## src/rtl/adc_seq_ctrl_pkg.sv

```systemverilog
`default_nettype none
// ============================================================================
// Module  : adc_seq_ctrl_pkg
// Brief   : State encoding, default parameters and the sample-period helper
//           shared by the ADC sequencer and its sample timer.
// Revision: 1.0 - initial release
// ============================================================================
package adc_seq_ctrl_pkg;

    typedef enum logic [3:0] {
        IDLE     = 4'h0,
        CHECK    = 4'h1,
        CHECK_DN = 4'h2,
        CONF     = 4'h3,
        CONF_DN  = 4'h4,
        WAIT     = 4'h5,
        READ     = 4'h6,
        READ_DN  = 4'h7,
        FIFO     = 4'h8,
        FIFO_DN  = 4'h9,
        ERROR    = 4'hA
    } state_t;

    localparam int DEF_TICK_DIV = 500;
    localparam int DEF_WDOG_CYC = 65535;

    function automatic logic [31:0] smpr_period(input logic [7:0] code,
                                                input logic [31:0] div);
        return ({24'd0, code} + 32'd1) * div;
    endfunction

endpackage
`default_nettype wire

```

## src/rtl/adc_smpr_timer.sv

```systemverilog
`default_nettype none
// ============================================================================
// Module  : adc_smpr_timer
// Brief   : Sample-period counter producing ticks, the pending-frame flag and
//           sticky/saturating overrun reporting.
// Revision: 1.0 - initial release
// ============================================================================
module adc_smpr_timer
    import adc_seq_ctrl_pkg::*;
#(
    parameter int TICK_DIV = DEF_TICK_DIV,
    parameter int CNT_W    = 16
) (
    input  logic             clk,
    input  logic             rst,
    input  logic             en,
    input  logic             load,
    input  logic [7:0]       smpr,
    input  logic             clr_pend,
    input  logic             clr_all,
    output logic             pending,
    output logic             overrun,
    output logic [CNT_W-1:0] ovr_cnt
);

    // Wide enough for 256*TICK_DIV-1, the largest terminal count.
    localparam int PER_W = $clog2(256 * TICK_DIV);

    logic [PER_W-1:0] count;
    logic [PER_W-1:0] last;
    logic             tick;

    assign tick = en && (count == last);

    always_ff @(posedge clk or negedge rst) begin
        if (!rst) begin
            count   <= '0;
            last    <= '0;
            pending <= 1'b0;
            overrun <= 1'b0;
            ovr_cnt <= '0;
        end else begin
            if (load) begin
                count <= '0;
                last  <= PER_W'(smpr_period(smpr, TICK_DIV) - 32'd1);
            end else if (en) begin
                count <= tick ? '0 : count + PER_W'(1);
            end

            // A tick in the same cycle as the consumer's clear keeps pending set.
            if (clr_all) begin
                pending <= 1'b0;
                overrun <= 1'b0;
                ovr_cnt <= '0;
            end else if (tick) begin
                pending <= 1'b1;
                if (pending) begin
                    overrun <= 1'b1;
                    if (ovr_cnt != '1) begin
                        ovr_cnt <= ovr_cnt + CNT_W'(1);
                    end
                end
            end else if (clr_pend) begin
                pending <= 1'b0;
            end
        end
    end

endmodule
`default_nettype wire

```

## src/rtl/adc_seq_ctrl.sv

```systemverilog
`default_nettype none
// ============================================================================
// Module  : adc_seq_ctrl
// Brief   : ADC sequencer: check -> conf once, then a read -> fifo frame per
//           sample tick. Build macro ADC_SEQ_CTRL_WDOG_EN adds a handshake
//           watchdog with an ERROR state.
// Revision: 1.0 - initial release
// ============================================================================
module adc_seq_ctrl
    import adc_seq_ctrl_pkg::*;
#(
    parameter int TICK_DIV = DEF_TICK_DIV,
    parameter int CNT_W    = 16
`ifdef ADC_SEQ_CTRL_WDOG_EN
    ,
    parameter int WDOG_CYC = DEF_WDOG_CYC
`endif
) (
    input  logic             clk,
    input  logic             rst,
    input  logic             start,
    input  logic             stop,
    input  logic [7:0]       dev_smpr,
    output logic             fs_check,
    input  logic             fd_check,
    output logic             fs_conf,
    input  logic             fd_conf,
    output logic             fs_read,
    input  logic             fd_read,
    output logic             fs_fifo,
    input  logic             fd_fifo,
    output logic             busy,
    output logic             err,
    output logic             overrun,
    output logic [CNT_W-1:0] frame_cnt,
    output logic [CNT_W-1:0] ovr_cnt,
    output logic [3:0]       state_o
);

    state_t state;
    state_t next_state;
    logic   stop_lat;
    logic   start_go;
    logic   load;
    logic   take;
    logic   stop_go;
    logic   frame_done;
    logic   run_timer;
    logic   pending;

    assign run_timer = state inside {WAIT, READ, READ_DN, FIFO, FIFO_DN};
    assign busy      = (state != IDLE);
    assign state_o   = state;

`ifdef ADC_SEQ_CTRL_WDOG_EN
    localparam int WD_W = $clog2(WDOG_CYC + 1);

    logic [WD_W-1:0] wd_cnt;
    logic            hs_state;

    assign hs_state = state inside {CHECK, CHECK_DN, CONF, CONF_DN,
                                    READ, READ_DN, FIFO, FIFO_DN};
`endif

    always_comb begin
        next_state = state;
        start_go   = 1'b0;
        load       = 1'b0;
        take       = 1'b0;
        stop_go    = 1'b0;
        frame_done = 1'b0;
        case (state)
            IDLE:     if (start && !stop) begin
                          next_state = CHECK;
                          start_go   = 1'b1;
                      end
            CHECK:    if (fd_check)  next_state = CHECK_DN;
            CHECK_DN: if (!fd_check) next_state = CONF;
            CONF:     if (fd_conf)   next_state = CONF_DN;
            CONF_DN:  if (!fd_conf) begin
                          next_state = WAIT;
                          load       = 1'b1;
                      end
            // Stop outranks a pending frame so an early stop never starts a read.
            WAIT:     if (stop || stop_lat) begin
                          next_state = IDLE;
                          stop_go    = 1'b1;
                      end else if (pending) begin
                          next_state = READ;
                          take       = 1'b1;
                      end
            READ:     if (fd_read)   next_state = READ_DN;
            READ_DN:  if (!fd_read)  next_state = FIFO;
            FIFO:     if (fd_fifo)   next_state = FIFO_DN;
            FIFO_DN:  if (!fd_fifo) begin
                          next_state = WAIT;
                          frame_done = 1'b1;
                      end
            ERROR:    if (stop)      next_state = IDLE;
            default:  next_state = IDLE;
        endcase
`ifdef ADC_SEQ_CTRL_WDOG_EN
        if (hs_state && (wd_cnt == WD_W'(WDOG_CYC - 1))) begin
            next_state = ERROR;
            load       = 1'b0;
            frame_done = 1'b0;
        end
`endif
    end

    always_ff @(posedge clk or negedge rst) begin
        if (!rst) begin
            state     <= IDLE;
            fs_check  <= 1'b0;
            fs_conf   <= 1'b0;
            fs_read   <= 1'b0;
            fs_fifo   <= 1'b0;
            stop_lat  <= 1'b0;
            frame_cnt <= '0;
        end else begin
            state    <= next_state;
            fs_check <= (next_state == CHECK);
            fs_conf  <= (next_state == CONF);
            fs_read  <= (next_state == READ);
            fs_fifo  <= (next_state == FIFO);
            if (next_state == IDLE) begin
                stop_lat <= 1'b0;
            end else if (stop && (state != IDLE)) begin
                stop_lat <= 1'b1;
            end
            if (frame_done) begin
                frame_cnt <= frame_cnt + CNT_W'(1);
            end
        end
    end

`ifdef ADC_SEQ_CTRL_WDOG_EN
    always_ff @(posedge clk or negedge rst) begin
        if (!rst) begin
            wd_cnt <= '0;
            err    <= 1'b0;
        end else begin
            if (next_state != state) begin
                wd_cnt <= '0;
            end else if (hs_state) begin
                wd_cnt <= wd_cnt + WD_W'(1);
            end
            if (start_go) begin
                err <= 1'b0;
            end else if (next_state == ERROR) begin
                err <= 1'b1;
            end
        end
    end
`else
    assign err = 1'b0;
`endif

    adc_smpr_timer #(
        .TICK_DIV (TICK_DIV),
        .CNT_W    (CNT_W)
    ) u_timer (
        .clk      (clk),
        .rst      (rst),
        .en       (run_timer),
        .load     (load),
        .smpr     (dev_smpr),
        .clr_pend (take || stop_go),
        .clr_all  (start_go),
        .pending  (pending),
        .overrun  (overrun),
        .ovr_cnt  (ovr_cnt)
    );

endmodule
`default_nettype wire

```

## config.mk

```make
export PLATFORM = sky130hd
export DESIGN_NAME = adc_seq_ctrl
export DESIGN_NICKNAME = d
export VERILOG_FILES = /design/src/rtl/adc_seq_ctrl_pkg.sv /design/src/rtl/adc_smpr_timer.sv /design/src/rtl/adc_seq_ctrl.sv
export SDC_FILE = /design/constraint.sdc
export NUM_CORES = 1
export LEC_CHECK = 0
export CAP_MARGIN = 25
export CORE_MARGIN = 4
export CORE_UTILIZATION = 35
export DETAILED_ROUTE_END_ITERATION = 8
export SYNTH_ARGS = -nofsm -noshare
export SYNTH_HDL_FRONTEND = slang
export SYNTH_SLANG_ARGS = --single-unit
```

## constraint.sdc

```tcl
create_clock -name clk -period 2.3 [get_ports clk]
set_input_delay 0.345 -clock clk [delete_from_list [all_inputs] [get_ports clk]]
set_output_delay 0.345 -clock clk [all_outputs]
set_load 0.1 [all_outputs]
```

==> out/qor.yml <==
rows: 45
cts_hold_buffers: 0
clockBufferDepth: 2
synth.distinct_cells: 54
end_kind: "flop"
cp_common_cell: "buf_6"
required_ns: 2.53
multiInputGateArea_um2: 4250
ys_warn_count: 0
cts_tree: "built"
fp.dieH_um: 134
powerDensity_nw_per_um2: 1460
start_util_pct: 36.1
drt_iter0_drc: 150
drt-total-wl_mm: 13.5
crit_type: "in -> reg"
drv_slew: 0
hold_viol_final: 0
grt-ovfl-total: 0
cts_made_buffers: 9
reg2reg_setup_slack_ns: 0.19
io_buffer_count: 57
vdd_drop_max_uv: 762
grt_use_total_pct: 15.2
area_growth_pct: 52.3
cap_violations: 0
min_path_type: "in -> async"
grt_max_degree: 46
routed-via-count: 4866
avgSynthCellArea_um2: 9.20
final_cells: 1006
syn_area_um2: 5550
layout.nets: 866
p_sw_uw: 5300
cp.arrival_ns: 4.85
finClkSkew_ns: 0.00601
die_x_um: 134
grt_pass1_wl_mm: 23.0
ant_nets: 0
post-route-util_pct: 55.0
worstPathMaxFanout: 3
synth_top_area_share_pct: 34.2
avgRoutedWirePerCell_um: 13.5
finalPower_uw: 12400
grt_pass1_vias: 5065
drc: 0
clk_pin_slew_ns: 0.06
cts_root_buffer: "clkbuf_16"
fill_cells: 1341
worst_slack_ns: -2.31
crit_path_top_delay_cell: "fa_1"
synth-seq-area-share_pct: 34.2
fmax_mhz: 217
internal-power_uw: 7080
finalSetupViolations: 11
synthTopCellsByArea: "dfrtp_1 (34%), xnor2_1 (10%), ha_1 (8.8%)"
synth_edf_count: 0
startpoint_type: "primary input"
finalWeightedCongestion: 0.838
seqPwrFrac_pct: 15.3
dpl-instance-area_um2: 7260
grt_antenna_before_repair: 0
core_um2: 15400
io_pins: 59
seq_area_um2: 1920
synth_cells: 604
placed_cells: 956
leakage_uw: 0.00386
fin_crit_ns: 4.61
p_sw_share_pct: 42.8
cts.sink_count: 76
synth_top_area_cell: "dfrtp_1"
path_cells: "buf_8, buf_6, buf_6, and3_4, xor2_4, buf_6, ha_4, inv_2, fa_1, fa_1, fa_1, inv_2, ha_4, and2_4, o211a_4, buf_6, o41ai_4, a31oi_4, and4bb_2, a31oi_2, o31ai_1"
syn_nets: 680
worst_pin_slew_ns: 0.588
design_area_um2: 8460
ys_seq_elements: 76
cts_max_level: 3
pwr-share-clk_pct: 11.4
rsz0062_at_grt: "true"
synthFlopType: "dfrtp_1"
routed_via_density: 4.84
dp_hpwl_mm: 9.99
slew_headroom_pct: 60.8
crit_family: "adder cells"
final.period_utilization_pct: 201
mostFrequentLayoutCells: "buf_4 (145), dfrtp_1 (64), nand2_1 (52), nor2_1 (52), xnor2_1 (46)"
final_common_cell: "buf_4"
path_buf_inv: 7
dr.pass1.iters: 4
violations: "negative setup slack"
drive_gt1_share_pct: 38.7
diodes: 0
clock_latency_ns: 0.33
outcome: "complete, but fails checks"
combinationalPowerShare_pct: 73.3
slowest_delay_ns: 0.55
die_area_um2: 17900
ys_async_sr_fraction_pct: 100
[final timing paths]
path	start	to	cells after the start
min	rst	u_timer.ovr_cnt[11]	1
max in group asynchronous	rst	frame_cnt[0]	2
min reg2reg	frame_cnt[15]	frame_cnt[15]	1
max reg2reg	state_o[3]	u_timer.ovr_cnt[3]	6
max	dev_smpr[1]	u_timer.last[16]	21
min in group clk	frame_cnt[15]	frame_cnt[15]	1
[metal layers]
| metal | routed length, um | GRT usage, % | part of all wire (%) | up-vias |
|---|---|---|---|---|
| met5 | 0 | 0 | 0 | - |
| met4 | 296 | 5.94 | 2.2 | 0 |
| met3 | 440 | 2.25 | 3.3 | 21 |
| met2 | 7120 | 27.4 | 53 | 83 |
| met1 | 5690 | 18.4 | 42 | 2340 |
| li1 | - | - | - | 2422 |
[flip-flops by register name (all words and copies together), names as in the netlist]
register         count
fs_check             1
u_timer.pending      1
state_o              4
fs_conf              1
u_timer.last        16
fs_fifo              1
stop_lat             1
u_timer.ovr_cnt     16
frame_cnt           16
u_timer.overrun      1
u_timer.count       17
fs_read              1
[final cells by class]
class	instances	area share, %
well taps	211	3.12
flip-flops and latches	76	22.7
multi-input cells	468	50.2
repair buffers	185	18.1
inverters	50	2.32
clock inverters	6	0.858
clock buffers	10	2.71
[through the flow]
| step | worst slack, ns | TNS [ns] | hold slack, ns |
|---|---|---|---|
| 2_1_floorplan | -2.37 | -18.55 | 0.0494 |
| 3_3_place_gp | -2.98 | -27.84 | 0.375 |
| 3_5_place_dp | -3.08 | -28.57 | 0.385 |
| 4_1_cts | -2.43 | -19.97 | 0.0295 |
| 5_1_grt | -2.47 | -20.85 | 0.0517 |
| 6_report | -2.31 | -19.55 | 0.00682 |
[power by group through the flow]
stage	registers [uW]	logic, uW	clock network (uW)
final	1890	9070	1410
after global routing	1930	9800	1520
after CTS	1890	8480	1450
after detailed placement	1910	6610	0
after global placement	1900	6500	0
after floorplan	2430	3790	0
[synthesized netlist by cell type (2+ instances only)]
master,instances
a21oi_1,19
nor4_1,2
or2_2,2
nand4_1,7
or2_0,2
nand3b_1,2
nand2_1,54
o21ai_0,31
a31oi_1,6
ha_1,39
nand3_1,25
dfrtp_1,76
o22a_1,2
xor2_1,27
inv_1,49
and3_1,16
nor2_1,55
o21a_1,3
xnor2_1,65
o22ai_1,2
clkbuf_1,9
nand2b_1,11
o32a_1,2
nor3_1,20
o31ai_1,2
a211oi_1,2
and4_1,5
nor3b_1,5
and2_1,7
fa_1,21
nor2b_1,8
or3_1,3
a21o_1,3
mux2i_1,2
[cells by family after synthesis]
group	synth area share (%)
AOI/OAI and AO/OA	9.12
xor gates and xnor gates	14.8
adders and majority gates	16.4
buffers and inverters	4.12
DFF	34.2
muxes	0.833
other	0.0675
and+or+nand+nor	20.5
[repair_timing]
action	in CTS	in global routing
hold endpoints to repair	0	0
pin swaps	60	58
resized for setup	113	41
buffers inserted	28	19
endpoints found under the setup margin	12	17
(Power assumes the default switching activity.)
